<file path="src/rtl/serial_twos_comp_ctrl.sv">
// serial_twos_comp_ctrl: round-robin front end for a bit-serial two's-complement engine.
// Streams the granted word LSB-first through copy-to-first-one/invert-rest and returns the negation.
module serial_twos_comp_ctrl #(
    parameter int WIDTH = 8
) (
    input  logic             t_clk,
    input  logic             r,
    input  logic             req0,
    input  logic [WIDTH-1:0] data0,
    input  logic             req1,
    input  logic [WIDTH-1:0] data1,
    output logic             gnt0,
    output logic             gnt1,
    output logic             busy,
    output logic             ser_vld,
    output logic             ser_out,
    output logic             done,
    output logic             done_id,
    output logic [WIDTH-1:0] result,
    output logic             ovf
);
    localparam int CW = $clog2(WIDTH);
    localparam int AW = WIDTH - 1;

    typedef enum logic [1:0] {IDLE, SHIFT, DONE} state_t;

    state_t           r_state, w_next;
    logic [WIDTH-1:0] r_shift, r_result;
    logic [AW-1:0]    r_asm;
    logic [CW-1:0]    r_cnt;
    logic             r_seen, r_ptr, r_id, r_done_id, r_ovf, r_gnt0, r_gnt1;
    logic             w_accept, w_pick1, w_b, w_ser, w_last;

    assign w_b     = r_shift[0];
    assign w_ser   = w_b ^ r_seen;
    assign w_last  = r_cnt == CW'(WIDTH - 1);
    // r_ptr is the last-served requester; on a tie the other one wins
    assign w_pick1 = req1 & (~req0 | ~r_ptr);

    always_comb begin
        w_next   = r_state;
        w_accept = 1'b0;
        case (r_state)
            IDLE: begin
                w_accept = req0 | req1;
                w_next   = w_accept ? SHIFT : IDLE;
            end
            SHIFT:   w_next = w_last ? DONE : SHIFT;
            DONE:    w_next = IDLE;
            default: w_next = IDLE;
        endcase
    end

    always_ff @(posedge t_clk or posedge r) begin
        if (r) r_state <= IDLE;
        else   r_state <= w_next;
    end

    always_ff @(posedge t_clk or posedge r) begin
        if (r) begin
            r_shift   <= '0;
            r_asm     <= '0;
            r_result  <= '0;
            r_cnt     <= '0;
            r_seen    <= 1'b0;
            r_ptr     <= 1'b1;
            r_id      <= 1'b0;
            r_done_id <= 1'b0;
            r_ovf     <= 1'b0;
            r_gnt0    <= 1'b0;
            r_gnt1    <= 1'b0;
        end else begin
            r_gnt0 <= w_accept & ~w_pick1;
            r_gnt1 <= w_accept & w_pick1;
            if (w_accept) begin
                r_shift <= w_pick1 ? data1 : data0;
                r_id    <= w_pick1;
                r_ptr   <= w_pick1;
                r_seen  <= 1'b0;
                r_cnt   <= '0;
            end else if (r_state == SHIFT) begin
                r_seen  <= r_seen | w_b;
                r_asm   <= AW'({w_ser, r_asm} >> 1);
                r_shift <= r_shift >> 1;
                r_cnt   <= r_cnt + CW'(1);
                if (w_last) begin
                    r_result  <= {w_ser, r_asm};
                    r_done_id <= r_id;
                    r_ovf     <= ~r_seen & w_b;
                end
            end
        end
    end

    assign gnt0    = r_gnt0;
    assign gnt1    = r_gnt1;
    assign busy    = r_state != IDLE;
    assign ser_vld = r_state == SHIFT;
    assign ser_out = ser_vld & w_ser;
    assign done    = r_state == DONE;
    assign done_id = r_done_id;
    assign result  = r_result;
    assign ovf     = r_ovf;
endmodule
</file>
<file path="config.mk">
export PLATFORM = sky130hd
export DESIGN_NAME = serial_twos_comp_ctrl
export DESIGN_NICKNAME = d
export VERILOG_FILES = /design/src/rtl/serial_twos_comp_ctrl.sv
export SDC_FILE = /design/constraint.sdc
export NUM_CORES = 1
export LEC_CHECK = 0
export CAP_MARGIN = 20
export CORE_AREA = 2 2 61 63
export DETAILED_ROUTE_END_ITERATION = 8
export DIE_AREA = 0 0 63 65
export PLACE_DENSITY = 0.72
export SYNTH_ARGS = -nofsm -noshare
export SYNTH_HDL_FRONTEND = slang
export SYNTH_SLANG_ARGS = --single-unit
</file>
<file path="constraint.sdc">
create_clock -name t_clk -period 1.9 [get_ports t_clk]
set_input_delay 0.19 -clock t_clk [delete_from_list [all_inputs] [get_ports t_clk]]
set_output_delay 0.19 -clock t_clk [all_outputs]
set_load 0.01 [all_outputs]
</file>
==> results of run 1 <==
-- metrics by stage --
stage / cells / util, % / setup slack, ps / power, mW
after detailed placement: 209 / 56.80 / 163.2 / 2.902
after global placement: 209 / 56.80 / 275.3 / 2.827
after global routing: 217 / 58.38 / 37.94 / 3.514
after floorplan: 128 / - / 506.3 / 2.380
after CTS: 217 / 58.30 / 71.94 / 3.278
final: 217 / 58.38 / 129.4 / 3.249
-- worst max-delay path, stage by stage (launching register included) --
cell and delay [ps]:
dfrtp_1 390, nand2b_4 200, inv_6 120, clkdlybuf4s50_1 540
-- cell type report --
type                    instances  area (um^2)  area share [%]
clock buffers                   7        45.04           2.207
clock inverters                 1        5.005          0.2452
inverters                       5        23.77           1.165
multi-input cells              81        641.9           31.45
flip-flops and latches         35        877.1           42.98
well taps                      48        60.06           2.943
repair buffers                 40        387.9           19.01
-- cells by family (layout without fill, tap and decap cells) --
| family | after synthesis | count (layout) | synth area share, % |
|---|---|---|---|
| AO/OA/AOI/OAI | 31 | 31 | 15.62 |
| adder cells (fa/ha/maj) | 4 | 4 | 3.140 |
| buffers and inverters | 12 | 53 | 4.709 |
| flip-flops | 35 | 35 | 55.02 |
| multiplexers | 10 | 10 | 9.184 |
| AND/OR/NAND/NOR | 36 | 36 | 12.32 |
-- what timing repair did --
| item | in CTS | in global routing |
|---|---|---|
| gates resized for setup | 4 | 1 |
| hold buffers | 0 | 0 |
| setup endpoints to repair | 2 | 1 |
-- path summary, 6_finish.rpt --
path | start | to | depth (start not counted) | slack [ps]
worst max register to register | r_state[0] | r_shift[6] | 4 | 140
worst max-delay path | r_state[1] | ser_vld | 3 | 130
worst min-delay path | r | result[5] | 3 | 250
worst min register to register | r_asm[0] | r_asm[0] | 2 | 510
min in group t_clk | data1[7] | r_shift[7] | 2 | 480
max in group asynchronous | r | r_ptr | 3 | 1310
-- state kept, by name, summed over array words and instances (netlist names), 2 cells and up --
name and count:
r_shift 8, result 8, r_asm 7, r_cnt 3, r_state 2
-- routing by layer --
layer  routed length (um)  up-vias
met5                    0        -
met4                   76        0
met3                  228       10
met2                 1567       41
met1                 1353      559
li1                     -      544
-- power by group through the flow --
stage / logic [mW] / registers [mW] / clock network (mW)
3_3_place_gp: 1.53 / 1.30 / 0
5_1_grt: 1.72 / 1.35 / 0.443
6_report: 1.56 / 1.30 / 0.390
4_1_cts: 1.58 / 1.30 / 0.398
2_1_floorplan: 1.07 / 1.31 / 0
3_5_place_dp: 1.59 / 1.31 / 0
-- cell usage in the layout (no fill, tap or decap), types with 2 or more instances in the layout --
| cell | netlist | routed |
|---|---|---|
| a32oi_1 | 7 | 7 |
| a2bb2oi_1 | 6 | 6 |
| or2_2 | 2 | 2 |
| clkbuf_1 | 3 | 2 |
| ha_1 | 4 | 4 |
| mux2_4 | 9 | 9 |
| buf_4 | 0 | 5 |
| a22o_1 | 2 | 2 |
| dfrtp_1 | 34 | 34 |
| dlygate4sd2_1 | 0 | 2 |
| clkbuf_4 | 0 | 5 |
| clkdlybuf4s50_1 | 0 | 32 |
| a21oi_1 | 2 | 2 |
| nand2b_1 | 2 | 2 |
| nor3b_2 | 2 | 2 |
| a311oi_1 | 7 | 7 |
| nand2_1 | 19 | 19 |
| nor2_1 | 3 | 3 |
| o21ai_0 | 3 | 3 |
| and2_1 | 2 | 2 |
| inv_1 | 4 | 4 |
==> run summary, run 1 <==
Reg power frac: 40.0%
HPWL Detailed: 2388 um
htree depth: 2
yosys warns: 0
core area: 3496 um^2
GR peak layer: met2
Cell Rows: 22
Worst Hold Slack: 246.4 ps
Starting Density: 45.60%
WL/cell: 14.87 um
grt ovf: 0
Die X: 63 um
sw power: 1.161 mW
Root Driver: clkbuf_4
Leakage: 0.9746 nW
residual DRC count: 0
ANT cells: 0
Worst-Margin Slew: 618.3 ps
initial antenna violation count: 0
clk buf depth: 2
clock sink count: 35
Yosys top cell area share: 53.38%
synthesized area: 1594 um^2
Switching Share: 35.74%
met2 usage: 31.12%
clock group share of total power: 12.0%
Filler cells: 340
post-synthesis sequential area ratio: 55.02%
Die Y-Extent: 65 um
first-pass GRT wire length: 5651 um
CTS buffer count: 5
Final Hold Viols: 0
share of cells above drive strength 1: 18.34%
IO Pins: 36
top cells by count, synth: 34 x dfrtp_1, 19 x nand2_1, 9 x mux2_4
vias: 1154
Tcrit/Tclk final: 93.19%
RSZ-0062 raised after global routing: false
input/output buffers: 35
Startpoint Class: flip-flop
DP Area: 1986 um^2
WL final: 3227 um
total setup buffers inserted after CTS: 0
Post-Syn Nets: 152
critical path type: reg2out
Critical Path AT: 1580 ps
syn_area_per_cell: 12.45 um^2
P per Cell Area: 1592 nW/um^2
met3 Usage GRT: 6.944%
Final Skew: 7.618 ps
Fmax achieved: 564.8 MHz
vias in the first global route: 1210
status: completed
1st-pass router iterations: 4
Peak VDD IR: 593.8 uV
Total GRT Usage: 18.07%
Main synth FF type: dfrtp_1
Starting DRT DRC Count: 30
Post-synth EDFFs: 0
largest cells by area after synthesis: dfrtp_1 53%, mux2_4 8.5%, nand2_1 4.5%
Final Max Tran Viols: 0
Worst-path clk slew: 110 ps
worst-skew pair later-pin latency: 340 ps
final net count: 192
Tmin final: 1771 ps
grt met1 use: 20.09%
TritonCTS clock tree: yes
max_cap viols: 0
Hold WC Path Type: in2async
Mapped Cells: 128
vias per cell: 5.318
Crit Path Max Fanout: 11
fin area: 2041 um^2
critical path capture point type: output port
remaining antenna violation count after routing: 0
largest net degree at the start of global routing: 36
top-count cell post-synth: dfrtp_1
ys async rst share: 100.0%
final-report setup violation count: 0
Yosys top cell by area: dfrtp_1
Worst slew margin: 58.55%
Yosys cell types: 31
Die ar.: 4095 um^2
power share of the combinational group: 48.0%
post-synthesis register bit count: 35
GPL Wtd Cong: 0.8057
Worst Path Required: 1710 ps
Int Power: 2.088 mW
Final TNS setup: 0 ps
Syn-to-layout area delta: 28.02%
No activity file was read; power rests on OpenSTA's default activity.
==> run 2: changes to the inputs <==
--- a/config.mk
+++ b/config.mk
@@ -13,3 +13,4 @@
 export SYNTH_ARGS = -nofsm -noshare
 export SYNTH_HDL_FRONTEND = slang
 export SYNTH_SLANG_ARGS = --single-unit
+export TNS_END_PERCENT = 1
==> results of run 2 <==
The final DEF is identical to that of run 1; final timing and power are the same.
==> run 3: changes to the inputs <==
--- a/config.mk
+++ b/config.mk
@@ -5,6 +5,7 @@
 export SDC_FILE = /design/constraint.sdc
 export NUM_CORES = 1
 export LEC_CHECK = 0
+export ABC_AREA = 0
 export CAP_MARGIN = 20
 export CORE_AREA = 2 2 61 63
 export DETAILED_ROUTE_END_ITERATION = 8
==> results of run 3 <==
The final DEF is identical to that of run 1; final timing and power are the same.
